$ cat config.mk
export PLATFORM = sky130hd
export DESIGN_NAME = apb_cfg_master_flat
export DESIGN_NICKNAME = d
export VERILOG_FILES = /design/src/rtl/apb_cfg_master_if.sv /design/src/rtl/apb_cfg_master.sv /design/src/flat_wrapper.sv
export SDC_FILE = /design/constraint.sdc
export NUM_CORES = 1
export LEC_CHECK = 0
export BUFFER_PORTS_ARGS = -buffer_cell sky130_fd_sc_hd__buf_2
export CORE_MARGIN = 3
export CORE_UTILIZATION = 35
export CTS_CLUSTER_DIAMETER = 100
export DETAILED_ROUTE_END_ITERATION = 10
export PLACE_DENSITY = 0.74
export SETUP_SLACK_MARGIN = 0.5
export SKIP_CTS_REPAIR_TIMING = 1
export SYNTH_ARGS = -nofsm -noshare
export SYNTH_HDL_FRONTEND = slang
export SYNTH_SLANG_ARGS = --single-unit
$ cat constraint.sdc
create_clock -name PCLK -period 1.6 [get_ports PCLK]
set_input_delay 0.16 -clock PCLK [delete_from_list [all_inputs] [get_ports PCLK]]
set_output_delay 0.16 -clock PCLK [all_outputs]
set_load 0.02 [all_outputs]
$ cat src/rtl/apb_cfg_master_if.sv
// rtl/apb_cfg_master_if.sv - request/response and APB bus bundle for apb_cfg_master
interface apb_cfg_master_if #(
    parameter int ADDR_WIDTH = 8,
    parameter int DATA_WIDTH = 32
);
    logic                  req_valid;
    logic                  req_ready;
    logic                  req_write;
    logic [ADDR_WIDTH-1:0] req_addr;
    logic [DATA_WIDTH-1:0] req_wdata;
    logic                  rsp_valid;
    logic [DATA_WIDTH-1:0] rsp_rdata;
    logic                  rsp_error;
    logic                  busy;
    logic [ADDR_WIDTH-1:0] PADDR;
    logic                  PWRITE;
    logic                  PSEL;
    logic                  PENABLE;
    logic [DATA_WIDTH-1:0] PWDATA;
    logic [DATA_WIDTH-1:0] PRDATA;
    logic                  PREADY;

    modport master (
        input  req_valid, req_write, req_addr, req_wdata, PRDATA, PREADY,
        output req_ready, rsp_valid, rsp_rdata, rsp_error, busy,
               PADDR, PWRITE, PSEL, PENABLE, PWDATA
    );

    modport slave (
        output req_valid, req_write, req_addr, req_wdata, PRDATA, PREADY,
        input  req_ready, rsp_valid, rsp_rdata, rsp_error, busy,
               PADDR, PWRITE, PSEL, PENABLE, PWDATA
    );
endinterface

$ cat src/rtl/apb_cfg_master.sv
// rtl/apb_cfg_master.sv - single-outstanding APB initiator for the config register slave
// Optional ACCESS timeout abort enabled by defining APB_MASTER_TIMEOUT_EN.
module apb_cfg_master #(
    parameter int ADDR_WIDTH     = 8,
    parameter int DATA_WIDTH     = 32,
    parameter int TIMEOUT_CYCLES = 255
) (
    input  logic                PCLK,
    input  logic                PRESETn,
    apb_cfg_master_if.master    bus
);
    typedef enum logic [1:0] {IDLE, SETUP, ACCESS, GAP} state_t;

    state_t                state;
    logic                  req_ready_q;
    logic                  rsp_valid_q;
    logic [DATA_WIDTH-1:0] rsp_rdata_q;
    logic                  busy_q;
    logic [ADDR_WIDTH-1:0] paddr_q;
    logic                  pwrite_q;
    logic                  psel_q;
    logic                  penable_q;
    logic [DATA_WIDTH-1:0] pwdata_q;

`ifdef APB_MASTER_TIMEOUT_EN
    localparam int CNT_W = ($clog2(TIMEOUT_CYCLES + 1) > 8) ? $clog2(TIMEOUT_CYCLES + 1) : 8;
    logic [CNT_W-1:0]      to_cnt;
    logic                  rsp_error_q;
    assign bus.rsp_error = rsp_error_q;
`else
    // Constant 0 without the timeout feature.
    assign bus.rsp_error = (TIMEOUT_CYCLES < 0);
`endif

    always_ff @(posedge PCLK or negedge PRESETn) begin
        if (!PRESETn) begin
            state       <= IDLE;
            req_ready_q <= 1'b1;
            rsp_valid_q <= 1'b0;
            rsp_rdata_q <= '0;
            busy_q      <= 1'b0;
            paddr_q     <= '0;
            pwrite_q    <= 1'b0;
            psel_q      <= 1'b0;
            penable_q   <= 1'b0;
            pwdata_q    <= '0;
`ifdef APB_MASTER_TIMEOUT_EN
            to_cnt      <= '0;
            rsp_error_q <= 1'b0;
`endif
        end else begin
            case (state)
                IDLE: begin
                    if (bus.req_valid) begin
                        paddr_q     <= bus.req_addr;
                        pwrite_q    <= bus.req_write;
                        pwdata_q    <= bus.req_wdata;
                        psel_q      <= 1'b1;
                        penable_q   <= 1'b0;
                        req_ready_q <= 1'b0;
                        busy_q      <= 1'b1;
                        state       <= SETUP;
                    end
                end
                SETUP: begin
                    penable_q <= 1'b1;
`ifdef APB_MASTER_TIMEOUT_EN
                    to_cnt    <= '0;
`endif
                    state     <= ACCESS;
                end
                ACCESS: begin
                    // PREADY takes priority over a timeout on the same edge.
                    if (bus.PREADY) begin
                        psel_q      <= 1'b0;
                        penable_q   <= 1'b0;
                        rsp_valid_q <= 1'b1;
                        rsp_rdata_q <= pwrite_q ? '0 : bus.PRDATA;
`ifdef APB_MASTER_TIMEOUT_EN
                        rsp_error_q <= 1'b0;
`endif
                        state       <= GAP;
                    end
`ifdef APB_MASTER_TIMEOUT_EN
                    else if (int'(to_cnt) >= TIMEOUT_CYCLES - 1) begin
                        psel_q      <= 1'b0;
                        penable_q   <= 1'b0;
                        rsp_valid_q <= 1'b1;
                        rsp_rdata_q <= '0;
                        rsp_error_q <= 1'b1;
                        state       <= GAP;
                    end else begin
                        to_cnt <= to_cnt + 1'b1;
                    end
`endif
                end
                GAP: begin
                    rsp_valid_q <= 1'b0;
`ifdef APB_MASTER_TIMEOUT_EN
                    rsp_error_q <= 1'b0;
`endif
                    req_ready_q <= 1'b1;
                    busy_q      <= 1'b0;
                    state       <= IDLE;
                end
                default: state <= IDLE;
            endcase
        end
    end

    assign bus.req_ready = req_ready_q;
    assign bus.rsp_valid = rsp_valid_q;
    assign bus.rsp_rdata = rsp_rdata_q;
    assign bus.busy      = busy_q;
    assign bus.PADDR     = paddr_q;
    assign bus.PWRITE    = pwrite_q;
    assign bus.PSEL      = psel_q;
    assign bus.PENABLE   = penable_q;
    assign bus.PWDATA    = pwdata_q;
endmodule

$ cat src/flat_wrapper.sv
// flat-port wrapper written by rule: the top's interface ports become plain ports
module apb_cfg_master_flat 
#(
    parameter int ADDR_WIDTH     = 8,
    parameter int DATA_WIDTH     = 32,
    parameter int TIMEOUT_CYCLES = 255
)
  (PCLK, PRESETn, bus_req_valid, bus_req_write, bus_req_addr, bus_req_wdata, bus_PRDATA, bus_PREADY, bus_req_ready, bus_rsp_valid, bus_rsp_rdata, bus_rsp_error, bus_busy, bus_PADDR, bus_PWRITE, bus_PSEL, bus_PENABLE, bus_PWDATA);
  apb_cfg_master_if #(.ADDR_WIDTH(ADDR_WIDTH), .DATA_WIDTH(DATA_WIDTH)) bus_i ();
  input  logic PCLK;
  input  logic PRESETn;
  input wire logic [$bits(bus_i.req_valid)-1:0] bus_req_valid;
  input wire logic [$bits(bus_i.req_write)-1:0] bus_req_write;
  input wire logic [$bits(bus_i.req_addr)-1:0] bus_req_addr;
  input wire logic [$bits(bus_i.req_wdata)-1:0] bus_req_wdata;
  input wire logic [$bits(bus_i.PRDATA)-1:0] bus_PRDATA;
  input wire logic [$bits(bus_i.PREADY)-1:0] bus_PREADY;
  output wire logic [$bits(bus_i.req_ready)-1:0] bus_req_ready;
  output wire logic [$bits(bus_i.rsp_valid)-1:0] bus_rsp_valid;
  output wire logic [$bits(bus_i.rsp_rdata)-1:0] bus_rsp_rdata;
  output wire logic [$bits(bus_i.rsp_error)-1:0] bus_rsp_error;
  output wire logic [$bits(bus_i.busy)-1:0] bus_busy;
  output wire logic [$bits(bus_i.PADDR)-1:0] bus_PADDR;
  output wire logic [$bits(bus_i.PWRITE)-1:0] bus_PWRITE;
  output wire logic [$bits(bus_i.PSEL)-1:0] bus_PSEL;
  output wire logic [$bits(bus_i.PENABLE)-1:0] bus_PENABLE;
  output wire logic [$bits(bus_i.PWDATA)-1:0] bus_PWDATA;
  assign bus_i.req_valid = bus_req_valid;
  assign bus_i.req_write = bus_req_write;
  assign bus_i.req_addr = bus_req_addr;
  assign bus_i.req_wdata = bus_req_wdata;
  assign bus_i.PRDATA = bus_PRDATA;
  assign bus_i.PREADY = bus_PREADY;
  assign bus_req_ready = bus_i.req_ready;
  assign bus_rsp_valid = bus_i.rsp_valid;
  assign bus_rsp_rdata = bus_i.rsp_rdata;
  assign bus_rsp_error = bus_i.rsp_error;
  assign bus_busy = bus_i.busy;
  assign bus_PADDR = bus_i.PADDR;
  assign bus_PWRITE = bus_i.PWRITE;
  assign bus_PSEL = bus_i.PSEL;
  assign bus_PENABLE = bus_i.PENABLE;
  assign bus_PWDATA = bus_i.PWDATA;
  apb_cfg_master #(.ADDR_WIDTH(ADDR_WIDTH), .DATA_WIDTH(DATA_WIDTH), .TIMEOUT_CYCLES(TIMEOUT_CYCLES)) u_core (.PCLK(PCLK), .PRESETn(PRESETn), .bus(bus_i));
endmodule
==> results.yml, run 1 <==
run_status:
  run_status: "complete, no violations"
cts:
  clockBufferDepth: 2
  cts_made_buffers: 9
  cts_tree: "done"
  tritoncts_num_sinks: 80
  clk_latency_ns: 0.34
  cts.htree.levels: 3
  worst_path_clk_slew_ns: 0.08
  root_driver: "sky130_fd_sc_hd__clkbuf_8"
power_and_ir_drop:
  vdd.ir_drop.worst_uv: 1040
  pwr_density_cell_mw_per_mm2: 2200
  logic_pwr_share: 0.542
  switchingPower_uw: 4490
  swShare: 0.380
  leakage_power_uw: 0.00281
  power_frac_seq: 0.323
  power.clock.fraction: 0.136
  power_report.internal_total_uw: 7320
die:
  design.core.area_mm2: 0.00933
  initial_core_utilization: 0.363
  floorplan.die_area_mm2: 0.0109
  die_height_um: 104
  placement_rows: 35
  num_io_pins: 156
  die-width_um: 104
timing:
  fmaxAchievable_mhz: 684
  final_worst_path_period_share: 0.914
  final_period_minus_worst_setup_slack_ns: 1.46
  max_slew_violation_total_from_the_final_report: 0
  final-setup-viol-count: 0
  final.setup.worst_slack_ns: 0.138
  grt_setup_unrepaired: "yes"
  final.setup_skew_ns: 0.00598
  timing.final.hold_violations: 0
grt:
  pin_count_of_the_biggest_net_entering_global_routing: 65
  grt_pass1_vias: 2629
  antenna_found_initial: 0
  grtUsageTotal: 0.141
  grt_remaining_overflow: 0
  wire_length_of_the_first_global_routing_pass_um: 12600
hold_path:
  hp-class: "in2reg"
  hold_depth: 2
routing:
  drt_pass1_iterations: 4
  routed_via_density: 4.52
  detail-route-antenna-nets: 0
  remaining_drc_errors: 0
  drt_iter0_drc: 54
  avgRoutedWirePerCell_um: 15.0
  totalWireLength_um: 8960
  via_count: 2698
placed_design:
  placed_cells: 535
  port-buffer-count: 154
  routabilityCongestion: 0.744
  detailedPlacementHpwl_um: 5480
  detailedPlace.worstSlack_ns: 0.123
synthesis:
  syn_area_mm2: 0.00338
  synth_edf_count: 0
  synth_seq_cells: 80
  ys_warn_count: 0
  synthDominantAreaCellType: "sky130_fd_sc_hd__dfrtp_1"
  postSynthCellCount: 259
  synth_area_per_cell_um2: 13.1
  ys_top_cells_by_count: "79 x sky130_fd_sc_hd__dfrtp_1, 39 x sky130_fd_sc_hd__mux2_4, 35 x sky130_fd_sc_hd__o21ai_0, 34 x sky130_fd_sc_hd__nand2_1, 32 x sky130_fd_sc_hd__nand2b_1"
  yosys-top-cells-area: "sky130_fd_sc_hd__dfrtp_1 58%, sky130_fd_sc_hd__mux2_4 17%, sky130_fd_sc_hd__nand2b_1 5.9%, sky130_fd_sc_hd__o21ai_0 5.2%, sky130_fd_sc_hd__nand2_1 3.8%"
  synthesis.nets: 340
  synth.lib_cells_used.distinct: 21
  proportion_of_netlist_area_held_by_the_largest_area_contributor: 0.585
  synth.yosys.seq_area_share: 0.592
  asyncSetResetFlopFracSynth: 1.00
  yosysMostFrequentCell: "sky130_fd_sc_hd__dfrtp_1"
  ys.flop_type: "sky130_fd_sc_hd__dfrtp_1"
worst_setup_path:
  r2r.worst_path.cells: 5
  crit_fanout: 6
  timing.critical_path.required_ns: 1.82
  setup.worst_path.class: "reg2reg"
  crit_path_start_kind: "register"
  crit_arrival_ns: 1.68
  setup.worst_path.end_class: "register"
layout:
  final_nets: 544
  drive_above_1_share: 0.656
  flow.area_growth_from_synthesis_pct: 58.5
  final_standard_cell_count_with_taps_included_and_fillers_excluded: 597
  n_antenna_cell: 0
job:
  maxCapViolations: 0
[cells in the final DEF (no fill, tap or decap), types with 6 or more instances in the layout]
master / synthesis / final
sky130_fd_sc_hd__buf_12: 0 / 6
sky130_fd_sc_hd__buf_2: 1 / 137
sky130_fd_sc_hd__buf_4: 1 / 37
sky130_fd_sc_hd__buf_6: 4 / 20
sky130_fd_sc_hd__clkbuf_16: 0 / 6
sky130_fd_sc_hd__clkbuf_8: 0 / 9
sky130_fd_sc_hd__dfrtp_1: 79 / 78
sky130_fd_sc_hd__mux2_4: 39 / 41
sky130_fd_sc_hd__nand2_1: 34 / 11
sky130_fd_sc_hd__nand2_2: 0 / 11
sky130_fd_sc_hd__nand2_4: 1 / 11
sky130_fd_sc_hd__nand2b_1: 32 / 32
sky130_fd_sc_hd__o21ai_0: 35 / 12
sky130_fd_sc_hd__o21ai_1: 0 / 12
sky130_fd_sc_hd__o21ai_2: 0 / 11
[final timing paths]
path	startpoint	end	slack, ns
worst max-delay path	u_core.state[0]	u_core.bus.PENABLE	0.14
worst min-delay path	bus_req_wdata[22]	u_core.bus.PWDATA[22]	0.05
worst max register to register	u_core.state[0]	u_core.bus.PENABLE	0.14
worst min register to register	u_core.bus.rsp_rdata[7]	u_core.bus.rsp_rdata[7]	0.48
max in group asynchronous	PRESETn	u_core.bus.PWRITE	0.70
min in group asynchronous	PRESETn	u_core.bus.rsp_rdata[29]	0.31
[state kept, by name, summed over array words and instances (netlist names), 2 cells and up]
register              flops
u_core.bus.PWDATA        32
u_core.bus.PADDR          8
u_core.bus.rsp_rdata     32
u_core.state              2
[through the flow]
stage,hold WS [ns],util,instance area (µm²),setup TNS [ns],total power (µW)
finish,0.0456,0.575,5360,0,11800
global route,0.0148,0.575,5360,0,12500
CTS,-0.248,0.490,4570,-0.114,10100
detailed placement,0.134,0.468,4360,0,8460
global placement,0.131,0.468,4360,0,8330
floorplan,-0.136,-,3430,0,6930
[per-layer routing]
| layer | global-route usage | wire [µm] | vias up |
|---|---|---|---|
| met5 | 0 | 0 | - |
| met4 | 0.0532 | 88 | 0 |
| met3 | 0.0391 | 444 | 9 |
| met2 | 0.227 | 4520 | 86 |
| met1 | 0.180 | 3900 | 1332 |
| li1 | - | - | 1271 |
[kinds of logic (layout without fill, tap and decap cells)]
kind of cell    after synthesis  after routing  synth area share
simple gates                 68             68             0.104
mux                          44             44             0.189
other cells                   1              1           0.00111
buf+inv                      19            228            0.0314
fa+ha+maj                     4              4            0.0148
compound gates               43             43            0.0666
flops                        80             80             0.592
[power groups by stage]
| stage | registers, µW | logic [µW] | clock network [µW] |
|---|---|---|---|
| floorplan | 4790 | 2140 | 0 |
| global placement | 3680 | 4650 | 0 |
| detailed placement | 3690 | 4780 | 0 |
| CTS | 3680 | 4770 | 1650 |
| global route | 3940 | 6800 | 1750 |
| finish | 3810 | 6400 | 1600 |
[worst max-delay path, cell delays in order (launching register included)]
cell and delay, ns:
sky130_fd_sc_hd__dfrtp_1 0.42, sky130_fd_sc_hd__inv_2 0.08, sky130_fd_sc_hd__buf_6 0.12, sky130_fd_sc_hd__ha_4 0.19, sky130_fd_sc_hd__a211oi_2 0.23, sky130_fd_sc_hd__mux2_4 0.32
[area by class of cell]
| class | instances | area [µm²] |
|---|---|---|
| Tap cell | 129 | 161 |
| Inverter | 5 | 18.8 |
| Fill cell | 804 | 3970 |
| Clock inverter | 5 | 81.3 |
| Timing Repair Buffer | 207 | 1470 |
| Multi-Input combinational cell | 160 | 1490 |
| Sequential cell | 80 | 2010 |
| Clock buffer | 11 | 131 |
(Power assumes the default switching activity.)
==> run 2: changes to the inputs <==
GPL_TIMING_DRIVEN = 0   (was unset)
==> run 2 against run 1 <==
Net effect:
- routed wire length down 11%
- first-iteration DRC count up 78%
- die area unchanged
- non-clock buffer count down 17
- hold slack worse by 0.0054 ns
- cell area down 9.1%
- cell count down 2.8%
- power down 9.7%
- global-route usage up 0.41 points
- combinational power down 14%
- sequential share of layout area up 3.7 points
- largest cell class unchanged
==> results.yml, run 2 (synthesized netlist as in run 1, its figures left out) <==
run_status:
  run_status: "complete, no violations"
routing:
  drt_pass1_iterations: 4
  totalWireLength_um: 8010
  remaining_drc_errors: 0
  detail-route-antenna-nets: 0
  drt_iter0_drc: 96
  avgRoutedWirePerCell_um: 13.8
  routed_via_density: 4.44
  via_count: 2576
grt:
  grt.met1_usage: 0.176
  grtUsageTotal: 0.145
  grt.met3_usage: 0.0366
  wire_length_of_the_first_global_routing_pass_um: 12800
  grt_remaining_overflow: 0
  antenna_found_initial: 0
  grt_pass1_vias: 2657
  globalRoute.busiestLayer: "met2"
  grt_util_met2: 0.244
  pin_count_of_the_biggest_net_entering_global_routing: 50
placed_design:
  placed_cell_area_mm2: 0.00439
  routabilityCongestion: 0.777
  port-buffer-count: 154
  detailedPlacementHpwl_um: 5800
  placed_cells: 543
layout:
  area.sequential_mm2: 0.00200
  final_nets: 527
  drive_above_1_share: 0.568
  commonest_cells_after_routing_fill_and_taps_aside: "144 x sky130_fd_sc_hd__buf_2, 78 x sky130_fd_sc_hd__dfrtp_1, 41 x sky130_fd_sc_hd__mux2_4"
  mostFrequentLayoutCell: "sky130_fd_sc_hd__buf_2"
  fill_cells: 839
  final_design_area_no_fill_mm2: 0.00487
  n_antenna_cell: 0
  footprint_of_the_multi_input_gates_mm2: 0.00132
  final_standard_cell_count_with_taps_included_and_fillers_excluded: 580
  flow.area_growth_from_synthesis_pct: 44.1
worst_setup_path:
  crit_path_start_kind: "register"
  setup.worst_path.end_class: "register"
  critical_path.reg2reg.startpoint: "u_core.state[1]"
  crit_fanout: 5
  worst_path_max_delay_cell: "sky130_fd_sc_hd__dfrtp_1"
  r2r.worst_path.cells: 5
  crit_arrival_ns: 1.69
  critical_path_cell_list: "inv_2 -> ha_4 -> nor2b_4 -> a211oi_2 -> mux2_4"
  setup.worst_path.class: "reg2reg"
  rrSetupSlack_ns: 0.14
  timing.critical_path.required_ns: 1.83
  cp_slowest_stage_delay_ns: 0.42
  endpoint_of_the_lowest_slack_register_to_register_path: "u_core.bus.PENABLE"
power_and_ir_drop:
  power.clock.fraction: 0.143
  swShare: 0.384
  power_frac_seq: 0.342
  logic_pwr_share: 0.515
  pwr_density_cell_mw_per_mm2: 2190
  power_report.internal_total_uw: 6580
  vdd.ir_drop.worst_uv: 991
  switchingPower_uw: 4090
  leakage_power_uw: 0.00259
die:
  initial_core_utilization: 0.363
  num_io_pins: 156
  placement_rows: 35
  die-width_um: 104
  die_height_um: 104
  design.core.area_mm2: 0.00933
  floorplan.die_area_mm2: 0.0109
job:
  maxCapViolations: 0
cts:
  tritoncts_num_sinks: 80
  clk_latency_ns: 0.34
  clockBufferDepth: 2
  worst_path_clk_slew_ns: 0.08
  cts_tree: "done"
  root_driver: "sky130_fd_sc_hd__clkbuf_8"
  cts.htree.levels: 3
  cts_made_buffers: 9
timing:
  fmaxAchievable_mhz: 685
  final.setup_skew_ns: 0.00896
  hold_ws_ns: 0.0402
  final_period_minus_worst_setup_slack_ns: 1.46
  final-setup-viol-count: 0
  grt_setup_unrepaired: "yes"
  timing.final.hold_violations: 0
  max_slew_violation_total_from_the_final_report: 0
  final_worst_path_period_share: 0.912
  finalSetupTns_ns: 0
hold_path:
  min_from: "bus_req_write"
  hp-class: "in2reg"
  holdPathEnd: "u_core.bus.PWRITE"
  hold_depth: 2
run 2: cell count changes in the layout (fill, tap and decap cells not counted), moves of 9 or more:
| cell | before | now |
|---|---|---|
| sky130_fd_sc_hd__buf_4 | 37 | 22 |
| sky130_fd_sc_hd__nand2_1 | 11 | 33 |
| sky130_fd_sc_hd__nand2_2 | 11 | 0 |
| sky130_fd_sc_hd__nand2_4 | 11 | 2 |
| sky130_fd_sc_hd__o21ai_0 | 12 | 29 |
| sky130_fd_sc_hd__o21ai_2 | 11 | 1 |
run 2: how the worst max path moves through the flow:
stage,from,end,slack (ns)
floorplan,u_core.state[0],u_core.bus.PENABLE,0.26
global placement,PRESETn,u_core.bus.PADDR[6],-0.20
detailed placement,u_core.state[0],u_core.bus.rsp_rdata[1],0.06
CTS,u_core.state[0],u_core.bus.rsp_rdata[18],0.05
global route,u_core.state[0],u_core.bus.rsp_rdata[6],0.07
finish,u_core.state[1],u_core.bus.PENABLE,0.14
run 2: final cells by class:
| cell class | count | area share |
|---|---|---|
| repair buffers | 176 | 0.214 |
| well taps | 129 | 0.0331 |
| multi-input cells | 160 | 0.270 |
| clock buffers | 12 | 0.0318 |
| clock inverters | 4 | 0.0108 |
| plain buffers | 14 | 0.0254 |
| flip-flops and latches | 80 | 0.411 |
| inverters | 5 | 0.00385 |
run 2: worst max-delay path, delay by kind of cell (launching register included):
kind / cells / cell delay [ns]
flops: 1 / 0.42
mux: 1 / 0.32
compound gates: 1 / 0.20
fa+ha+maj: 1 / 0.19
simple gates: 1 / 0.15
buf+inv: 1 / 0.08
run 2: metrics by stage:
step	setup slack [ns]	utilization	total power (µW)
6_report	0.140	0.522	10700
5_1_grt	0.0713	0.522	11300
4_1_cts	0.0509	0.493	10100
3_5_place_dp	0.0624	0.471	8560
3_3_place_gp	-0.200	0.468	8380
2_1_floorplan	0.260	-	6930
run 2: per-layer routing:
metal  part of all wire  wire [µm]
met5                  0          0
met1               0.43       3420
met4              0.016        131
met3              0.058        461
met2               0.50       4000
run 2: power by group through the flow:
stage	Sequential [µW]	Clock, µW	Combinational [µW]
after floorplan	4790	0	2140
after global placement	3590	0	4790
after detailed placement	3650	0	4910
after CTS	3630	1600	4920
after global routing	3780	1680	5870
final	3650	1530	5490
